File: src/rtl/cpu_pkg.sv
// Shared CPU definitions: default datapath sizes and the return-stack state encoding.
package cpu_pkg;
   localparam int ADDR_W_DEF      = 10;
   localparam int STACK_DEPTH_DEF = 16;

   typedef enum logic {
      ST_RUN = 1'b0,
      ST_ERR = 1'b1
   } rs_state_t;
endpackage

File: src/rtl/stack_mem.sv
// Return-address storage: register array with one synchronous write and one asynchronous read port.
module stack_mem #(
   parameter int ADDR_W = 10,
   parameter int DEPTH  = 16,
   parameter int IDX_W  = $clog2(DEPTH)
) (
   input  logic              clk,
   input  logic              we,
   input  logic [IDX_W-1:0]  waddr,
   input  logic [ADDR_W-1:0] wdata,
   input  logic [IDX_W-1:0]  raddr,
   output logic [ADDR_W-1:0] rdata
);
   logic [ADDR_W-1:0] mem_q [DEPTH];

   always_ff @(posedge clk) begin
      if (we) begin
         mem_q[waddr] <= wdata;
      end
   end

   assign rdata = mem_q[raddr];
endmodule

File: src/rtl/return_stack.sv
// Return-address LIFO for JCALL/JR with occupancy tracking and a sticky RUN/ERROR state machine.
module return_stack
   import cpu_pkg::*;
#(
   parameter int ADDR_W = ADDR_W_DEF,
   parameter int DEPTH  = STACK_DEPTH_DEF,
   parameter int CNT_W  = $clog2(DEPTH) + 1
) (
   input  logic              clk,
   input  logic              reset,
   input  logic              push,
   input  logic              pop,
   input  logic [ADDR_W-1:0] din,
   input  logic              clr_err,
   output logic [ADDR_W-1:0] dout,
   output logic              empty,
   output logic              full,
   output logic [CNT_W-1:0]  count,
   output logic              overflow,
   output logic              underflow,
   output logic              error
);
   localparam int IDX_W = $clog2(DEPTH);

   rs_state_t         state_q, state_d;
   logic [CNT_W-1:0]  count_q, count_d;
   logic              overflow_q, overflow_d;
   logic              underflow_q, underflow_d;

   logic              we;
   logic [IDX_W-1:0]  waddr;
   logic [IDX_W-1:0]  top_idx;
   logic [ADDR_W-1:0] rdata;

   assign empty   = (count_q == '0);
   assign full    = (count_q == CNT_W'(DEPTH));
   assign top_idx = IDX_W'(count_q - 1'b1);

   always_comb begin
      state_d     = state_q;
      count_d     = count_q;
      overflow_d  = overflow_q;
      underflow_d = underflow_q;
      we          = 1'b0;
      waddr       = IDX_W'(count_q);
      case (state_q)
         ST_RUN: begin
            if (push && pop && !empty) begin
               // CALL right after RET: overwrite the top in place
               we    = 1'b1;
               waddr = top_idx;
            end else if (push) begin
               if (full) begin
                  overflow_d = 1'b1;
                  state_d    = ST_ERR;
               end else begin
                  we      = 1'b1;
                  count_d = count_q + 1'b1;
               end
            end else if (pop) begin
               if (empty) begin
                  underflow_d = 1'b1;
                  state_d     = ST_ERR;
               end else begin
                  count_d = count_q - 1'b1;
               end
            end
         end
         ST_ERR: begin
            if (clr_err) begin
               state_d     = ST_RUN;
               overflow_d  = 1'b0;
               underflow_d = 1'b0;
            end
         end
         default: state_d = ST_RUN;
      endcase
   end

   always_ff @(posedge clk) begin
      if (!reset) begin
         state_q     <= ST_RUN;
         count_q     <= '0;
         overflow_q  <= 1'b0;
         underflow_q <= 1'b0;
      end else begin
         state_q     <= state_d;
         count_q     <= count_d;
         overflow_q  <= overflow_d;
         underflow_q <= underflow_d;
      end
   end

   // A write in the reset cycle must be lost, so gate the array enable with reset
   stack_mem #(
      .ADDR_W (ADDR_W),
      .DEPTH  (DEPTH),
      .IDX_W  (IDX_W)
   ) u_mem (
      .clk   (clk),
      .we    (we & reset),
      .waddr (waddr),
      .wdata (din),
      .raddr (top_idx),
      .rdata (rdata)
   );

   assign dout      = empty ? '0 : rdata;
   assign count     = count_q;
   assign overflow  = overflow_q;
   assign underflow = underflow_q;
   assign error     = (state_q == ST_ERR);
endmodule

File: config.mk
export PLATFORM = sky130hd
export DESIGN_NAME = return_stack
export DESIGN_NICKNAME = d
export VERILOG_FILES = /design/src/rtl/cpu_pkg.sv /design/src/rtl/stack_mem.sv /design/src/rtl/return_stack.sv
export SDC_FILE = /design/constraint.sdc
export NUM_CORES = 1
export LEC_CHECK = 0
export ABC_AREA = 0
export CAP_MARGIN = 20
export CORE_AREA = 2 2 116 118
export CTS_CLUSTER_SIZE = 28
export DETAILED_ROUTE_END_ITERATION = 7
export DIE_AREA = 0 0 118 120
export PLACE_DENSITY = 0.74
export SLEW_MARGIN = 15
export SYNTH_ARGS = -nofsm -noshare
export SYNTH_HDL_FRONTEND = slang
export SYNTH_HIERARCHICAL = 1
export SYNTH_SLANG_ARGS = --single-unit
File: constraint.sdc
create_clock -name clk -period 3.6 [get_ports clk]
set_clock_uncertainty 0.05 [all_clocks]
set_input_delay 0.72 -clock clk [delete_from_list [all_inputs] [get_ports clk]]
set_output_delay 0.72 -clock clk [all_outputs]
set_load 0.02 [all_outputs]
==> reports/qor.yml, run 1 <==
maxCapViolCount: 0
hold_viol_final: 0
wl_per_cell_um: 23.5
cp_slowest_cell: "dfxtp_2"
crit_cells: 9
finalSetupViolCount: 0
drc_errors: 0
yosysTopAreaCell: "edfxtp_1"
synth_xor_area_share_pct: 0.900
start_kind: "flip-flop"
crit_chain: "inv_1 -> ha_1 -> inv_2 -> buf_12 -> mux4_2 -> a22oi_1 -> nand2_1 -> nor2b_1 -> dlygate4sd2_1"
clock-root-buffer: "clkbuf_16"
period_needed_ps: 3450
synth_mux_area_share_pct: 14.5
dpl.hpwl_mm: 9.27
worstMarginPinSlew_ps: 640
io_pins: 35
die-height_um: 120
ys_async_sr_fraction_pct: 0
numPortBuffers: 34
cts_sinks: 168
path_max_fanout: 20
numCtsBuffers: 17
ys_types: 37
timing.fmax_mhz: 290
ys_top_cells_by_area: "edfxtp_1, mux4_2, mux4_1"
finalCritPeriodShare_pct: 95.9
hold_path_class: "flip-flop to flip-flop"
rr_endpoint: "u_mem/mem_q[0][6]$_DFFE_PP_"
yosys_warnings: 6
slew_headroom_pct: 57.3
viasPerCell: 5.85
ir_drop_mv: 0.462
grt_pass1_wl_mm: 22.3
synth_compound_area_share_pct: 3.58
core-area_um2: 13000
worstSetupEndpointType: "primary output"
clkTransAtPathRegs_ps: 60
drt-total-wl_mm: 14.4
cp-startpoint: "count[1]$_SDFFE_PN0P_"
grt-ovfl-total: 0
ys_ff_latch: 168
design_area_um2: 8180
drive_gt1_share_pct: 24.3
synth_edf_count: 160
worst-setup-path-type: "flip-flop to primary output"
finalPower_w: 0.00752
path_buf_inv: 4
grt_usage_pct: 22.2
cts_tree: "built"
syn-cell-area_um2: 6810
fp.dieArea_um2: 14200
antenna_found_initial: 0
yosys-top-cells-count: "edfxtp_1, mux4_2, a22oi_1, nand2_1, nor2_1"
syn_to_final_growth_pct: 20.1
synth.most_common_cell: "edfxtp_1"
drt_iter0_drc: 371
antenna_left: 0
grt_pass1_vias: 3731
rsz0062_at_grt: "false"
ctsHoldBuffers: 0
ff2ff_setup_slack_ps: 590
yosysSeqAreaShare_pct: 72.9
dpl_cell_area_um2: 7590
synth_top_area_share_pct: 70.5
n_fill_cell: 930
first_pass_iters: 4
p_leak_nw: 2.83
fin_nets: 441
die_x_um: 118
rr_startpoint: "count[1]$_SDFFE_PN0P_"
place_ws_ps: 214
synth_fp_nets: 367
critPathRequiredTime_ps: 2830
syn_area_per_cell_um2: 19.5
clock_latency_ps: 420
ff2ff_path_depth: 11
routabilityCongestion: 0.884
setup_ws_ps: 148
synth_flop_cell: "edfxtp_1"
min_to: "underflow$_SDFFE_PN0P_"
htreeDepth: 4
min_delay_path_depth: 1
antenna_cells: 0
final_core_util_pct: 63.1
syn_inst: 350
critical-path-top-delay-family: "buffers and inverters"
yosys.area_share.simple_pct: 5.80
synth_adder_area_share_pct: 0.367
max_stage_delay_ps: 390
start_util_pct: 52.5
holdCritStartpoint: "underflow$_SDFFE_PN0P_"
worstPathArrival_ps: 2680
final.setup.tns_ps: 0
vias: 3585
power.density_nw_per_um2: 919
grt_max_degree: 43
clk_path_buf_depth: 2
fp-row-count: 42
status: "complete, no violations"
slew_violations: 0
synth_top_family_by_area: "multiplexers"
## worst max path at each step
stage          slack (ps)                           to
2_1_floorplan          90  u_mem/mem_q[0][0]$_DFFE_PP_
3_3_place_gp          280                      dout[0]
3_5_place_dp          210                      dout[0]
4_1_cts                10                      dout[4]
5_1_grt                30                      dout[4]
6_report              150                      dout[4]
## power by group
part | internal, W | switching (W) | leakage [nW]
Combinational | 0.00148 | 0.00186 | 1.03
Sequential | 0.00228 | 0.0000602 | 1.51
Clock | 0.00110 | 0.000739 | 0.294
Total | 0.00486 | 0.00266 | 2.83
## placed cells by master (no fill, tap or decap), types with 3 or more instances in the layout
master	instances
edfxtp_1	160
buf_4	35
mux4_2	29
clkdlybuf4s50_1	24
nand2_1	20
a22oi_1	19
clkbuf_16	17
nor2_1	15
nor2b_1	12
mux4_1	11
dlygate4sd2_1	10
dfxtp_1	6
nor3_1	5
inv_1	4
xnor2_1	4
mux2i_1	4
xor2_1	3
a21oi_1	3
o31ai_1	3
or4_1	3
a21boi_1	3
inv_6	3
bufinv_16	3
clkinv_1	3
clkinv_4	3
buf_12	3
## state kept, by name (all words and copies together), names as in the netlist
| signal | flops |
|---|---|
| count | 5 |
| error | 1 |
| overflow | 1 |
| u_mem/mem_q | 160 |
| underflow | 1 |
## stage by stage
| stage | cells | hold slack (ps) |
|---|---|---|
| floorplan | 350 | 528 |
| global placement | 581 | 435 |
| detailed placement | 581 | 461 |
| CTS | 613 | 475 |
| global route | 613 | 487 |
| finish | 613 | 464 |
## layer usage
layer / up-vias / wire (µm) / GRT usage (%)
met5: - / 0 / 0
met3: 25 / 1310 / 6.65
met2: 172 / 6840 / 33.6
met1: 1796 / 5870 / 29.7
li1: 1592 / - / -
met4: 0 / 388 / 10.5
## logic make-up (layout without fill, tap and decap cells)
logic type | after synthesis | after routing
flops | 168 | 168
simple gates | 73 | 73
mux | 44 | 44
compound gates | 33 | 33
buf+inv | 23 | 110
xor+xnor | 7 | 7
fa+ha+maj | 2 | 2
## what timing repair did
action,4_1_cts,5_1_grt
endpoints found under the setup margin,10,10
resized for setup,13,4
setup buffers,0,0
## final cells by class
cell class	instances	area (µm²)	share of cell area, %
sequential	168	4970	60.7
multi-input combinational	159	1720	21.1
timing repair buffer	72	651	7.95
clock buffer	18	429	5.24
tap	176	220	2.69
clock inverter	14	170	2.08
inverter	6	22.5	0.275
(Power assumes the default switching activity.)
==> inputs of run 2 (changes only) <==
Settings changed: CORE_AREA 2 2 116 118 to 2 2 162 85, DIE_AREA 0 0 118 120 to 0 0 164 87, PLACE_DENSITY 0.74 to 0.75.
==> run 2 against run 1 <==
Effect of this change:
- count of clock-buffer cells in the layout unchanged
- sequential share of layout area shrank 0.10 points
- largest power group unchanged
- register-to-register slack worse by 40 ps
- core utilization down 0.11 points
- largest cell class unchanged
- sequential power about the same
- critical endpoint is now dout[3]
==> reports/qor.yml, run 2 (synthesis gave the netlist of run 1 again) <==
worstSetupEndpointType: "primary output"  # unchanged
max_stage_delay_ps: 380  # was 390 ps
largest_register_ffs: 160  # unchanged
cellInternalPower_w: 0.00481  # was 0.00486 W
top_register: "u_mem/mem_q"  # unchanged
cts_sinks: 168  # unchanged
holdCritStartpoint: "count[1]$_SDFFE_PN0P_"  # was underflow$_SDFFE_PN0P_
worst-setup-path-type: "flip-flop to primary output"  # unchanged
comb_power_share_pct: 44.1  # was 44.4%
dp.cells: 578  # was 581
final_core_util_pct: 62.9  # was 63.1%
drt-total-wl_mm: 14.6  # was 14.4 mm
timing.fmax_mhz: 287  # was 290 MHz
routabilityCongestion: 0.833  # was 0.884
syn_to_final_growth_pct: 20.3  # was 20.1%
ff2ff_path_depth: 11  # unchanged
min_delay_path_depth: 2  # was 1
clk_path_buf_depth: 2  # unchanged
whs_ps: 464  # about the same
finalSetupViolCount: 0  # unchanged
clock_latency_ps: 420  # about the same
fp.dieArea_um2: 14300  # was 14,200 µm²
grt_pass1_wl_mm: 22.4  # was 22.3 mm
period_needed_ps: 3480  # was 3450 ps
switching_share_pct: 36.4  # was 35.4%
power.density_nw_per_um2: 923  # was 919 nW/µm²
hold_path_class: "flip-flop to flip-flop"  # unchanged
crit_chain: "inv_2 -> ha_1 -> inv_2 -> buf_12 -> mux4_1 -> a22oi_1 -> nand2_1 -> nor2b_1 -> dlygate4sd2_1"  # was inv_1 -> ha_1 -> inv_2 -> buf_12 -> mux4_2 -> a22oi_1 -> nand2_1 -> nor2b_1 -> dlygate4sd2_1
drc_errors: 0  # unchanged
drt_iter0_drc: 425  # was 371
fp-row-count: 30  # was 42
rr_startpoint: "count[0]$_SDFFE_PN0P_"  # was count[1]$_SDFFE_PN0P_
grt_max_degree: 43  # unchanged
clkTransAtPathRegs_ps: 60  # about the same
ir_drop_mv: 0.482  # was 0.462 mV
p_leak_nw: 2.83  # about the same
grt_pass1_vias: 3730  # was 3,731
min_to: "count[1]$_SDFFE_PN0P_"  # was underflow$_SDFFE_PN0P_
status: "complete, no violations"  # unchanged
die-height_um: 87  # was 120 µm
dpl.hpwl_mm: 9.46  # was 9.27 mm
maxCapViolCount: 0  # unchanged
path_max_fanout: 20  # unchanged
numCtsBuffers: 17  # unchanged
stdcell_count: 611  # was 613
fin_nets: 439  # was 441
first_pass_iters: 5  # was 4
wl_per_cell_um: 23.9  # was 23.5 µm
start_util_pct: 52.3  # was 52.5%
worstMarginPinSlew_ps: 596  # was 640 ps
layout_commonest_cell: "edfxtp_1"  # unchanged
rr_endpoint: "u_mem/mem_q[0][6]$_DFFE_PP_"  # unchanged
seqPwrFrac_pct: 31.1  # was 31.2%
ff2ff_setup_slack_ps: 550  # was 590 ps
die_x_um: 164  # was 118 µm
antenna_left: 0  # unchanged
crit_path_frequent_cell: "inv_2"
io_pins: 35  # unchanged
slew_headroom_pct: 60.2  # was 57.3%
critical-path-top-delay-family: "buffers and inverters"  # unchanged
critPathRequiredTime_ps: 2830  # about the same
viasPerCell: 6.01  # was 5.85
hold_viol_final: 0  # unchanged
ctsHoldBuffers: 0  # unchanged
htreeDepth: 4  # unchanged
path_buf_inv: 4  # unchanged
worstPathArrival_ps: 2710  # was 2680 ps
pwr-share-clk_pct: 24.8  # was 24.4%
cp_slowest_cell: "dfxtp_2"  # unchanged
grt-ovfl-total: 0  # unchanged
switchingPower_w: 0.00275  # was 0.00266 W
clock-root-buffer: "clkbuf_16"  # unchanged
slew_violations: 0  # unchanged
vias: 3674  # was 3,585
start_kind: "flip-flop"  # unchanged
grt_usage_pct: 22.3  # was 22.2%
layout_common_cells: "edfxtp_1, buf_4, mux4_2"  # unchanged
core-area_um2: 13000  # about the same
finalPower_w: 0.00757  # was 0.00752 W
numPortBuffers: 34  # unchanged
antenna_cells: 0  # unchanged
drive_gt1_share_pct: 24.6  # was 24.3%
finalCritPeriodShare_pct: 96.8  # was 95.9%
rsz0062_at_grt: "false"  # unchanged
final.setup.tns_ps: 0  # unchanged
cts_tree: "built"  # unchanged
antenna_found_initial: 0  # unchanged
n_fill_cell: 892  # was 930
==> run 2: cell count changes in the layout (fill, tap and decap cells not counted), moves of 2 or more <==
cell	previous run	this run
clkinv_4	3	1
inv_6	3	5
a22oi_2	1	3
a22oi_1	19	17
buf_4	35	33
inv_8	1	4
clkinv_1	3	0
==> run 2: layout make-up <==
type | instances | area (µm²) | area share (%)
tap | 176 | 220 | 2.69
clock inverter | 14 | 181 | 2.21
inverter | 6 | 22.5 | 0.275
timing repair buffer | 70 | 643 | 7.84
multi-input combinational | 159 | 1730 | 21.2
sequential | 168 | 4970 | 60.6
clock buffer | 18 | 429 | 5.24
==> run 2: metal layers <==
| metal | GRT usage [%] | part of all wire [%] | up-vias |
|---|---|---|---|
| met1 | 33.4 | 46 | 1906 |
| li1 | - | - | 1587 |
| met4 | 4.39 | 0.93 | 0 |
| met5 | 0 | 0 | - |
| met2 | 33.0 | 45 | 163 |
| met3 | 6.76 | 8.7 | 18 |
==> run 2: how the worst max path moves through the flow <==
stage	slack, ps	start	to	depth (start not counted)
after detailed placement	190	count[0]$_SDFFE_PN0P_	dout[9]	7
after global placement	220	count[0]$_SDFFE_PN0P_	dout[9]	7
after CTS	20	count[0]$_SDFFE_PN0P_	dout[8]	9
after global routing	4	count[0]$_SDFFE_PN0P_	dout[6]	9
final	120	count[0]$_SDFFE_PN0P_	dout[3]	9
after floorplan	90	count[0]$_SDFFE_PN0P_	u_mem/mem_q[0][0]$_DFFE_PP_	8
==> run 2: power by group through the flow <==
| stage | registers [W] | clock network [W] | logic (W) |
|---|---|---|---|
| 2_1_floorplan | 0.00240 | 0 | 0.00210 |
| 3_3_place_gp | 0.00238 | 0 | 0.00329 |
| 3_5_place_dp | 0.00239 | 0 | 0.00333 |
| 4_1_cts | 0.00236 | 0.00190 | 0.00332 |
| 5_1_grt | 0.00237 | 0.00197 | 0.00356 |
| 6_report | 0.00236 | 0.00187 | 0.00334 |
==> run 2: stage by stage <==
stage | cell area (µm²) | setup slack (ps)
after global routing | 8200 | 4.26
final | 8200 | 116
after CTS | 8190 | 16.1
after detailed placement | 7550 | 187
after floorplan | 6810 | 93.6
after global placement | 7550 | 224
==> run 2: worst min-delay path, cell delays in order (launching register included) <==
cell and delay, ps:
dfxtp_2 350, nand2_1 60, mux2i_1 60
==> run 2: timing repair <==
action,4_1_cts,5_1_grt
gates cloned,1,0
hold endpoints to repair,0,0
setup endpoints to repair,10,10
buffers inserted,0,0
resized for setup,13,5
